==> src/rtl/sobel_cfg_pkg.sv <==
// Shared types and default constants for the Sobel configuration controller.
package sobel_cfg_pkg;

  localparam int THR_W = 21;

  localparam logic [THR_W-1:0] THR_DEFAULT_C = 21'd150;
  localparam logic [THR_W-1:0] THR_STEP_C    = 21'd10;
  localparam logic [THR_W-1:0] THR_MIN_C     = 21'd20;
  localparam logic [THR_W-1:0] THR_MAX_C     = 21'd500;

  typedef enum logic [1:0] {
    IDLE  = 2'd0,
    PEND  = 2'd1,
    APPLY = 2'd2
  } state_t;

  function automatic logic [THR_W-1:0] clamp_thr(input logic [THR_W-1:0] v,
                                                 input logic [THR_W-1:0] lo,
                                                 input logic [THR_W-1:0] hi);
    if (v < lo)      return lo;
    else if (v > hi) return hi;
    else             return v;
  endfunction

endpackage

==> src/rtl/key_debounce.sv <==
// Push-button conditioner: 2-FF synchroniser, stability counter, press strobe.
// press_o pulses one cycle, 2 + DEBOUNCE_CYCLES cycles after the raw key falls.
module key_debounce #(
  parameter int DEBOUNCE_CYCLES = 1_000_000
) (
  input  logic clk,
  input  logic rst_n,
  input  logic key_n_i,
  output logic press_o
);

  localparam int CNT_W = (DEBOUNCE_CYCLES > 1) ? $clog2(DEBOUNCE_CYCLES) : 1;
  localparam logic [CNT_W-1:0] CNT_LAST = CNT_W'(DEBOUNCE_CYCLES - 1);

  logic             sync1_q, sync2_q;
  logic             stable_q, stable_d;
  logic [CNT_W-1:0] cnt_q, cnt_d;
  logic             press_q, press_d;

  always_ff @(posedge clk or negedge rst_n) begin
    if (!rst_n) begin
      sync1_q  <= 1'b1;
      sync2_q  <= 1'b1;
      stable_q <= 1'b1;
      cnt_q    <= '0;
      press_q  <= 1'b0;
    end else begin
      sync1_q  <= key_n_i;
      sync2_q  <= sync1_q;
      stable_q <= stable_d;
      cnt_q    <= cnt_d;
      press_q  <= press_d;
    end
  end

  // Any cycle where the synchronised level matches the accepted one restarts the count.
  always_comb begin
    stable_d = stable_q;
    cnt_d    = '0;
    press_d  = 1'b0;
    if (sync2_q != stable_q) begin
      if (cnt_q == CNT_LAST) begin
        stable_d = sync2_q;
        press_d  = ~sync2_q;
      end else begin
        cnt_d = cnt_q + 1'b1;
      end
    end
  end

  assign press_o = press_q;

endmodule

==> src/rtl/sobel_cfg_ctrl.sv <==
// Arbitrates debounced keys and host writes into shadow config, applied at vs rising edge.
// vs edge at cycle N -> APPLY at N+1 -> outputs and apply_pulse valid from edge N+2.
module sobel_cfg_ctrl
  import sobel_cfg_pkg::*;
#(
  parameter int               DEBOUNCE_CYCLES = 1_000_000,
  parameter logic [THR_W-1:0] THR_DEFAULT     = THR_DEFAULT_C,
  parameter logic [THR_W-1:0] THR_STEP        = THR_STEP_C,
  parameter logic [THR_W-1:0] THR_MIN         = THR_MIN_C,
  parameter logic [THR_W-1:0] THR_MAX         = THR_MAX_C
) (
  input  logic             clk,
  input  logic             rst_n,
  input  logic             key_mode_n,
  input  logic             key_up_n,
  input  logic             key_dn_n,
  input  logic             cfg_we,
  input  logic [THR_W-1:0] cfg_thr,
  input  logic             cfg_mode,
  input  logic             vs,
  output logic [THR_W-1:0] threshold,
  output logic             change_sobel,
  output logic             pending,
  output logic             apply_pulse,
  output logic [15:0]      frame_cnt
);

  logic mode_ev, up_ev, dn_ev;

  key_debounce #(.DEBOUNCE_CYCLES(DEBOUNCE_CYCLES)) u_key_mode (
    .clk(clk), .rst_n(rst_n), .key_n_i(key_mode_n), .press_o(mode_ev));
  key_debounce #(.DEBOUNCE_CYCLES(DEBOUNCE_CYCLES)) u_key_up (
    .clk(clk), .rst_n(rst_n), .key_n_i(key_up_n), .press_o(up_ev));
  key_debounce #(.DEBOUNCE_CYCLES(DEBOUNCE_CYCLES)) u_key_dn (
    .clk(clk), .rst_n(rst_n), .key_n_i(key_dn_n), .press_o(dn_ev));

  state_t           state_q, state_d;
  logic             vs_q;
  logic [15:0]      frame_cnt_q;
  logic [THR_W-1:0] shd_thr_q, shd_thr_d;
  logic             shd_mode_q, shd_mode_d;
  logic [THR_W-1:0] snap_thr_q;
  logic             snap_mode_q;
  logic [THR_W-1:0] thr_q;
  logic             mode_q;
  logic             apply_pulse_q;

  logic             vs_rise;
  logic             upd;
  logic [THR_W:0]   up_sum;
  logic [THR_W:0]   dn_floor;
  logic             diff_applied;
  logic             diff_snap;
  logic             apply_en;
  logic             snap_en;

  assign vs_rise  = vs & ~vs_q;
  assign up_sum   = {1'b0, shd_thr_q} + {1'b0, THR_STEP};
  assign dn_floor = {1'b0, THR_MIN} + {1'b0, THR_STEP};

  // Host write wins outright; opposing up/down presses cancel but a mode press survives.
  always_comb begin
    shd_thr_d  = shd_thr_q;
    shd_mode_d = shd_mode_q;
    upd        = 1'b0;
    if (cfg_we) begin
      shd_thr_d  = clamp_thr(cfg_thr, THR_MIN, THR_MAX);
      shd_mode_d = cfg_mode;
      upd        = 1'b1;
    end else begin
      if (up_ev && !dn_ev) begin
        shd_thr_d = (up_sum > {1'b0, THR_MAX}) ? THR_MAX : up_sum[THR_W-1:0];
        upd       = 1'b1;
      end else if (dn_ev && !up_ev) begin
        shd_thr_d = ({1'b0, shd_thr_q} < dn_floor) ? THR_MIN : (shd_thr_q - THR_STEP);
        upd       = 1'b1;
      end
      if (mode_ev) begin
        shd_mode_d = ~shd_mode_q;
        upd        = 1'b1;
      end
    end
  end

  assign diff_applied = (shd_thr_d != thr_q) || (shd_mode_d != mode_q);
  assign diff_snap    = (shd_thr_d != snap_thr_q) || (shd_mode_d != snap_mode_q);

  always_ff @(posedge clk or negedge rst_n) begin
    if (!rst_n) state_q <= IDLE;
    else        state_q <= state_d;
  end

  always_comb begin
    state_d = state_q;
    case (state_q)
      IDLE:    if (upd && diff_applied) state_d = PEND;
      PEND: begin
        if (vs_rise)                    state_d = APPLY;
        else if (upd && !diff_applied)  state_d = IDLE;
      end
      // Anything written at or after the vs edge is judged against the value now being applied.
      APPLY:   state_d = diff_snap ? PEND : IDLE;
      default: state_d = IDLE;
    endcase
  end

  always_comb begin
    apply_en = (state_q == APPLY);
    snap_en  = (state_q == PEND) && vs_rise;
    pending  = (state_q != IDLE);
  end

  always_ff @(posedge clk or negedge rst_n) begin
    if (!rst_n) begin
      vs_q          <= 1'b0;
      frame_cnt_q   <= '0;
      shd_thr_q     <= THR_DEFAULT;
      shd_mode_q    <= 1'b0;
      snap_thr_q    <= THR_DEFAULT;
      snap_mode_q   <= 1'b0;
      thr_q         <= THR_DEFAULT;
      mode_q        <= 1'b0;
      apply_pulse_q <= 1'b0;
    end else begin
      vs_q          <= vs;
      shd_thr_q     <= shd_thr_d;
      shd_mode_q    <= shd_mode_d;
      apply_pulse_q <= apply_en;
      if (vs_rise) frame_cnt_q <= frame_cnt_q + 16'd1;
      // Snapshot the pre-edge shadow so same-cycle updates wait for the next frame.
      if (snap_en) begin
        snap_thr_q  <= shd_thr_q;
        snap_mode_q <= shd_mode_q;
      end
      if (apply_en) begin
        thr_q  <= snap_thr_q;
        mode_q <= snap_mode_q;
      end
    end
  end

  assign threshold    = thr_q;
  assign change_sobel = mode_q;
  assign apply_pulse  = apply_pulse_q;
  assign frame_cnt    = frame_cnt_q;

endmodule

==> config.mk <==
export PLATFORM = sky130hd
export DESIGN_NAME = sobel_cfg_ctrl
export DESIGN_NICKNAME = d
export VERILOG_FILES = /design/src/rtl/sobel_cfg_pkg.sv /design/src/rtl/key_debounce.sv /design/src/rtl/sobel_cfg_ctrl.sv
export SDC_FILE = /design/constraint.sdc
export NUM_CORES = 1
export LEC_CHECK = 0
export CORE_ASPECT_RATIO = 1.75
export CORE_MARGIN = 4
export CORE_UTILIZATION = 25
export DETAILED_ROUTE_END_ITERATION = 8
export HOLD_SLACK_MARGIN = 0.1
export RECOVER_POWER = 25
export SLEW_MARGIN = 0
export SYNTH_ARGS = -nofsm -noshare
export SYNTH_HDL_FRONTEND = slang
export SYNTH_SLANG_ARGS = --single-unit
==> constraint.sdc <==
create_clock -name clk -period 8.69 [get_ports clk]
set_input_delay 1.3035 -clock clk [delete_from_list [all_inputs] [get_ports clk]]
set_output_delay 1.3035 -clock clk [all_outputs]
set_load 0.005 [all_outputs]
### Yosys cells after proc, flatten, opt, wreduce, memory -nomap -nowiden

Cells that the tools add are included.

* bits in read-only memories: 0
* bits in writable memories: 0
* output and inout bits: 40
* memories kept: 0
* latch bits: 0
* bits in registers: 158

* muxes and demuxes: 30
* shift-type cells: 0
* equal/unequal tests: 14
* reduce and logical (&&, ||, !) cells: 16
* multiply operators: 0
* order comparisons: 4
* bitwise operators: 6
* add/subtract/negate cells: 6
* divide/modulo/power cells: 0

Operators by type and width (count)
* 2-to-1 mux 21 bit: 7
* 2-to-1 mux 20 bit: 6
* adder 20 x 1 -> 20 bit, second input constant: 3
* == test 20 bit, second input constant: 3
* < comparator 21 x 5 -> 1 bit, second input constant: 2
* inequality test 21 bit: 2
* adder 21 x 4 -> 22 bit, second input constant: 1
* > comparator 22 x 9 -> 1 bit, second input constant: 1
* > comparator 21 x 9 -> 1 bit, second input constant: 1
* subtractor 21 x 4 -> 21 bit, second input constant: 1
* adder 16 x 1 -> 16 bit, second input constant: 1
* 2-to-1 mux 1 bit: 13
* AND reduction 2 bit: 4
* 2-to-1 mux 2 bit: 3
* one-hot mux 2 bit (3 select lines): 1
* logical AND 1 bit: 5
* inequality test 1 bit: 5
* inverter 1 bit: 5
* zero test 1 bit: 3
* inequality test 3 bit, second input constant: 1
* == test 2 x 1 -> 1 bit, second input constant: 1
* == test 2 bit, second input constant: 1
* zero test 2 bit: 1
* logical OR 1 bit: 2
* other kinds (3): 3

### Logic depth before layout (Yosys ltp)

Gate-level depths: netlist of the first run.

* depth in word-level cells: 12
* depth in mapped cells: 14
* mapped depth without buffers: 12

### Cells and area by module

A second synthesis of the first run with hierarchy kept.

* cell total of the unflattened synthesis: 951
* area total of the unflattened synthesis: 9258.9 um2

Modules (own cells, without submodules)
* sobel_cfg_ctrl: cells each 630, area an instance 5693.0 um2, times used 1
* key_debounce: cells each 107, area an instance 1188.6 um2, times used 3

### Worst setup path before layout of the first run

OpenSTA, ideal clock, no wires.

* path type: input to register
* start: input cfg_thr[19]
* end: register state_q[0]
* cell stages on the path: 11
* arrival: 4.438 ns
* slack: 4.123 ns
* buffers on the path: 1
* library setup time: 0.129 ns
* path through: or4_1 buf_2 nor3_4 nand3_1 o211ai_1 mux2i_1 nand3_1 or4_1 or4_1 o32ai_2 o22ai_1

* longest elaborated chain between the ends: 10
* elaborated cells on any way between the ends: 17

Ends and longest elaborated chain
* start, declared: line sobel_cfg_ctrl.sv:18 `input logic [THR_W-1:0] cfg_thr,`
* > comparator 21 x 9 -> 1 bit: line sobel_cfg_pkg.sv:21 `else if (v > hi) return hi;`
* 2-to-1 mux 21 bit: line sobel_cfg_pkg.sv:21
* 2-to-1 mux 21 bit (*): line sobel_cfg_pkg.sv:20 `if (v < lo) return lo;`
* 2-to-1 mux 21 bit (*): line sobel_cfg_ctrl.sv:66 `if (cfg_we) begin`
* inequality test 21 bit: line sobel_cfg_ctrl.sv:85 `assign diff_applied = (shd_thr_d != thr_q) || (shd_mode_d != mode_q);`
* logical OR 1 bit: line sobel_cfg_ctrl.sv:85
* zero test 1 bit: line sobel_cfg_ctrl.sv:99 `else if (upd && !diff_applied) state_d = IDLE;`
* logical AND 1 bit: line sobel_cfg_ctrl.sv:99
* inequality test 3 bit (no source line)
* AND reduction 2 bit (no source line)
* end signal, assigned: line sobel_cfg_ctrl.sv:90 `else state_q <= state_d;`
* end, declared: line sobel_cfg_ctrl.sv:37 `state_t state_q, state_d;`

Every way passes the cells marked *; elsewhere a longest branch is shown, timed or not.
A chain may end at the register's enable or synchronous reset.

==> flow_metrics.tcl, run 1 <==
set metrics [dict create \
    status "finished with violations" \
    violations "max-capacitance violations, max-slew violations" \
    required_ns 9.11 \
    ys_top_cells_by_area "dfrtp_1 (35%), dfstp_2 (5.7%), mux2_2 (5.0%), nor2_1 (4.6%), xnor2_1 (4.6%)" \
    wirelength_um 37300 \
    coreArea_um2 38400 \
    clock_tree.root_cell "clkbuf_16" \
    fmaxAchievable_mhz 187 \
    r2r_slack_ns 4.30 \
    hp-class "flip-flop to flip-flop" \
    synth.net_count 1088 \
    ys_ff_latch 158 \
    layout_common_cells "dfrtp_1 (137), nor2_1 (118), nand2_1 (70)" \
    crit_arrival_ns 5.77 \
    worstReg2RegStart "u_key_up.press_o$_DFF_PN0_" \
    yosysWarnings 0 \
    period_needed_ns 5.35 \
    path_delay_family "buffers and inverters" \
    crit_slowest_cell "clkbuf_1" \
    grt_pass1_wl_um 55700 \
    track_usage_pct 17.7 \
    cpPeakStageDelay_ns 3.17 \
    post_cts_buffers 0 \
    drt_iter0_drc 692 \
    async_reset_ff_share_pct 100 \
    initial_utilization_pct 25.3 \
    area_delta_synth_final_pct 17.8 \
    die_area_um2 42200 \
    rows 95 \
    first_global_vias 8956 \
    period_share_pct 61.6 \
    ys_seq_area_share_pct 40.9 \
    wl_per_cell_um 23.4 \
    powerDensity_nw_per_um2 187 \
    critPathKind "input port to async pin" \
    cts_resized 0 \
    clock-sinks 158 \
    mostFrequentLayoutCell "dfrtp_1" \
    grt_start_max_net_pins 81 \
    htreeDepth 4 \
    die_height_um 269 \
    final-max-slew-violation-count 81 \
    yosysTopAreaCell "dfrtp_1" \
    io_pins 69 \
    synthFlopType "dfrtp_1" \
    drive_gt1_share_pct 12.1 \
    path_clk_slew_ns 0.06 \
    netlist.area_leader.share_pct 35.3 \
    tightestPinTransition_ns 4.63 \
    finalPower_w 0.00215 \
    crit_buf_inv 2 \
    setup.worst_path.start_class "input port" \
    startpoint "rst_n" \
    dp_slack_ns 3.27 \
    synth_edf_count 0 \
    drc 0 \
    final_nets 1136 \
    setup_tns_ns 0 \
    clock_skew_ns 0.0179 \
    regToRegEndpoint "state_q[0]$_DFFE_PN0P_" \
    setup_viol 0 \
    synth.distinct_cells 90 \
    grt_overflow 0 \
    slew_headroom_pct -209 \
    vdd_ir_drop_max_mv 0.151 \
    viasPerCell 5.60 \
    cts_made_buffers 17 \
    reg2reg_depth 12 \
    syn_area_um2 9720 \
    path_cells "clkbuf_1 -> buf_4" \
    cap_violations 1 \
    ant_nets 0 \
    cp-end-kind "async pin" \
    crit_cells 2 \
    vias 8950 \
    io_buffers 68 \
    crit_end "u_key_dn.cnt_q[11]$_DFF_PN0_" \
    hold_viol 0 \
    postSynthAreaPerCell_um2 9.25 \
    cts_tree "done" \
    clockBufferDepth 2 \
    worstSkewPairLatency_ns 0.45 \
    crit_path_max_fanout 80 \
    synthCells 1051 \
    first_pass_iters 7 \
    antenna_found_initial 0 \
    p_leak_nw 4.56 \
    setup_slack_ns 3.34 \
    dieWidth_um 157 \
    gp_congestion 1.00 \
    cts_hold_buf 0 \
    rsz0062_at_grt "false" \
    dpl.hpwl_um 28400 \
]
==> per-layer routing <==
layer  vias up  track usage [%]  wire [um]
met5         -                0          0
met4         0             14.9       3670
met3       158             3.05       1840
met2       383             31.6      19700
met1      4414             17.5      12100
li1       3995                -          -
==> cells by family (layout without fill, tap and decap cells) <==
kind of cell    after synthesis  count (layout)  synth area share (%)
other cells                   0               1                     0
simple gates                457             457                  25.4
mux                          49              49                  5.65
compound gates              206             206                  15.2
fa+ha+maj                     8               8                  1.03
buf+inv                      82             143                  3.59
flops                       158             158                  40.9
xor+xnor                     91              91                  8.20
==> sequential cells by signal (all words and copies together), names as in the netlist, 2 cells and up <==
name / cells
frame_cnt: 16
shd_thr_q: 21
snap_thr_q: 21
state_q: 2
threshold: 21
u_key_dn.cnt_q: 20
u_key_mode.cnt_q: 20
u_key_up.cnt_q: 20
==> synthesized netlist by cell type, types with 5 or more instances <==
cell type and instances:
or3_1 19, and4_1 5, a21o_1 8, a31oi_1 8, o2111ai_1 10, nor2b_1 5
a311oi_1 5, nand3_1 52, nand2_1 70, buf_1 6, nand2b_1 9, or4_1 10
xnor2_1 51, o22ai_1 10, a32oi_1 7, nor3_1 27, mux2_2 43, dfstp_2 21
and2_1 8, and3_1 30, o21ai_0 44, nand4_1 42, mux2i_1 5, a21oi_1 30
nor4_1 23, clkbuf_1 27, o21a_1 7, ha_1 8, inv_1 29, nor3b_1 7
xor2_1 40, o211ai_1 5, o31ai_1 6, buf_2 14, nor2_1 119, dfrtp_1 137
==> power by group <==
group	switching (W)	internal [W]	total, W
clock network	0.000340	0.000413	0.000753
registers	0.000142	0.000808	0.000950
logic	0.000223	0.000221	0.000444
==> stage by stage <==
stage	hold slack [ns]	util [%]	std cells	area, um2
6_report	0.355	29.8	1598	11500
3_3_place_gp	0.346	28.3	1565	10900
3_5_place_dp	0.347	28.3	1565	10900
5_1_grt	0.360	29.8	1597	11500
2_1_floorplan	0.345	-	1051	9720
4_1_cts	0.356	29.9	1597	11500
==> how the worst min path moves through the flow <==
stage	start	endpoint	slack, ns	cells after the start
after CTS	u_key_mode.sync1_q$_DFF_PN1_	u_key_mode.sync2_q$_DFF_PN1_	0.36	0
final	u_key_mode.sync1_q$_DFF_PN1_	u_key_mode.sync2_q$_DFF_PN1_	0.36	0
after global placement	u_key_up.sync1_q$_DFF_PN1_	u_key_up.sync2_q$_DFF_PN1_	0.35	0
after global routing	u_key_mode.sync1_q$_DFF_PN1_	u_key_mode.sync2_q$_DFF_PN1_	0.36	0
after detailed placement	u_key_mode.sync1_q$_DFF_PN1_	u_key_mode.sync2_q$_DFF_PN1_	0.35	0
after floorplan	u_key_dn.sync1_q$_DFF_PN1_	u_key_dn.sync2_q$_DFF_PN1_	0.35	0
==> cell type report <==
class                           count  area (um2)
Inverter                           30         113
Clock inverter                     14         149
Antenna cell                        1        2.50
Timing Repair Buffer               81         768
Multi-Input combinational cell    811        5400
Clock buffer                       18         439
Tap cell                          485         607
Fill cell                        3996       26900
Sequential cell                   158        3980
Power figures use the tool's default switching activity.
==> run 2, diff against run 1 <==
clock period = 5.2 ns   (was 8.69 ns; I/O delays follow)
==> run 2 against run 1 <==
Effect of this change:
- the run still ends with max-capacitance violations, max-slew violations left
- clock skew about the same
- worst setup slack lost 2.6 ns
- non-clock buffer count increased by 15
- design area rose by 1.3%
- sequential power is 66% higher
- final cell count grew 0.88%
- worst hold slack is essentially flat
- utilization is 0.38 points higher
- power rose by 71%
==> flow_metrics.tcl, run 2 (same netlist as run 1, synthesis figures left out) <==
set metrics [dict create \
    area_delta_synth_final_pct 19.3 \
    critPathKind "flip-flop to flip-flop" \
    drc 0 \
    first_pass_iters 5 \
    wl_per_cell_um 23.2 \
    io_pins 69 \
    crit_arrival_ns 4.82 \
    clock_skew_ns 0.0177 \
    cp-end-kind "flip-flop" \
    path_delay_family "compound AO/OA/AOI/OAI gates" \
    vdd_ir_drop_max_mv 0.219 \
    gp_congestion 1.02 \
    crit_slowest_cell "a21boi_0" \
    placed_cell_area_um2 11000 \
    cts_hold_buf 0 \
    slew_headroom_pct -59.1 \
    hold_viol 0 \
    dieWidth_um 157 \
    io_buffers 68 \
    required_ns 5.53 \
    htreeDepth 4 \
    dpl.hpwl_um 28800 \
    crit_buf_inv 1 \
    cap_violations 1 \
    cts_resized 0 \
    hp-class "flip-flop to flip-flop" \
    cts_made_buffers 17 \
    setup.worst_path.start_class "flip-flop" \
    cpPeakStageDelay_ns 0.76 \
    clock_tree.root_cell "clkbuf_16" \
    rows 95 \
    post_cts_buffers 0 \
    rsz0062_at_grt "false" \
    viasPerCell 5.52 \
    finalInstanceArea_um2 11600 \
    crit_path_max_fanout 11 \
    clockBufferDepth 2 \
    first_global_vias 9176 \
    ant_nets 0 \
    track_usage_pct 17.9 \
    wirelength_um 37400 \
    final_nets 1151 \
    clock-sinks 158 \
    final-max-slew-violation-count 96 \
    powerDensity_nw_per_um2 317 \
    path_clk_slew_ns 0.07 \
    worstSkewPairLatency_ns 0.44 \
    grt_pass1_wl_um 56600 \
    grt_overflow 0 \
    violations "max-capacitance violations, max-slew violations" \
    vias 8895 \
    num_antenna_cells 0 \
    cts_tree "done" \
    layout_common_cells "dfrtp_1 (137), nor2_1 (119), nand2_1 (70)" \
    mostFrequentLayoutCell "dfrtp_1" \
    fin_cells 1612 \
    setup_viol 0 \
    die_area_um2 42200 \
    fmaxAchievable_mhz 223 \
    coreArea_um2 38400 \
    setup_tns_ns 0 \
    period_needed_ns 4.49 \
    initial_utilization_pct 25.3 \
    status "finished with violations" \
    path_cells "inv_1 -> ha_1 -> and2b_1 -> nand4_1 -> nor2_1 -> xnor2_1 -> o21ai_0 -> a21boi_0 -> o2111ai_1 -> or4_1 -> o32ai_2 -> o22ai_1" \
    dpl.cell_count 1580 \
    drive_gt1_share_pct 13.3 \
    die_height_um 269 \
    tightestPinTransition_ns 2.39 \
    period_share_pct 86.3 \
    drt_iter0_drc 588 \
    grt_start_max_net_pins 96 \
    antenna_found_initial 0 \
    p_leak_nw 4.65 \
]
## run 2: cell types whose count changed in the layout (fill, tap and decap cells not counted), sizes merged
cell    delta
buf       +16
diode      -1
bufinv     +2
clkinv     -3
## run 2: stage by stage
step / hold slack [ns] / setup slack (ns) / util [%] / power (W)
2_1_floorplan: 0.345 / 1.16 / - / 0.00190
3_3_place_gp: 0.346 / 0.643 / 28.6 / 0.00236
3_5_place_dp: 0.348 / 0.608 / 28.6 / 0.00236
4_1_cts: 0.357 / 1.04 / 30.2 / 0.00370
5_1_grt: 0.364 / 0.589 / 30.2 / 0.00384
6_report: 0.356 / 0.711 / 30.2 / 0.00367
## run 2: metal layers
layer / up-vias / part of all wire [%] / GRT usage [%]
li1: 4030 / - / -
met1: 4467 / 34 / 17.6
met2: 269 / 54 / 32.5
met3: 129 / 3.5 / 2.99
met4: 0 / 9.3 / 14.7
met5: - / 0 / 0
## run 2: worst reg2reg max path, cell delays in order (launching register included)
cell	delay (ns)
dfrtp_1	0.40
inv_1	0.06
ha_1	0.49
and2b_1	0.31
nand4_1	0.17
nor2_1	0.16
xnor2_1	0.28
o21ai_0	0.50
a21boi_0	0.76
o2111ai_1	0.25
or4_1	0.59
o32ai_2	0.27
o22ai_1	0.12
## run 2: power by group
group	leakage [nW]	switching (W)	internal (W)
combinational	2.27	0.000393	0.000375
sequential	2.08	0.000231	0.00135
clock	0.299	0.000542	0.000781
## run 2: final cells by class
type                            count  area (um2)
Inverter                           30         113
Fill cell                        3994       26800
Timing Repair Buffer               96         886
Clock buffer                       19         443
Multi-Input combinational cell    811        5400
Sequential cell                   158        3980
Tap cell                          485         607
Clock inverter                     13         176
## run 2: path summary, 6_finish.rpt
path | depth (start not counted) | slack [ns] | end | startpoint
worst max-delay path | 12 | 0.71 | state_q[0]$_DFFE_PN0P_ | u_key_up.press_o$_DFF_PN0_
worst min-delay path | 0 | 0.36 | u_key_mode.sync2_q$_DFF_PN1_ | u_key_mode.sync1_q$_DFF_PN1_
max in group asynchronous | 2 | 2.58 | snap_thr_q[7]$_DFFE_PN1P_ | rst_n
worst max register to register | 12 | 0.71 | state_q[0]$_DFFE_PN0P_ | u_key_up.press_o$_DFF_PN0_
min in group asynchronous | 1 | 1.03 | threshold[11]$_DFFE_PN0P_ | rst_n
worst min register to register | 0 | 0.36 | u_key_mode.sync2_q$_DFF_PN1_ | u_key_mode.sync1_q$_DFF_PN1_
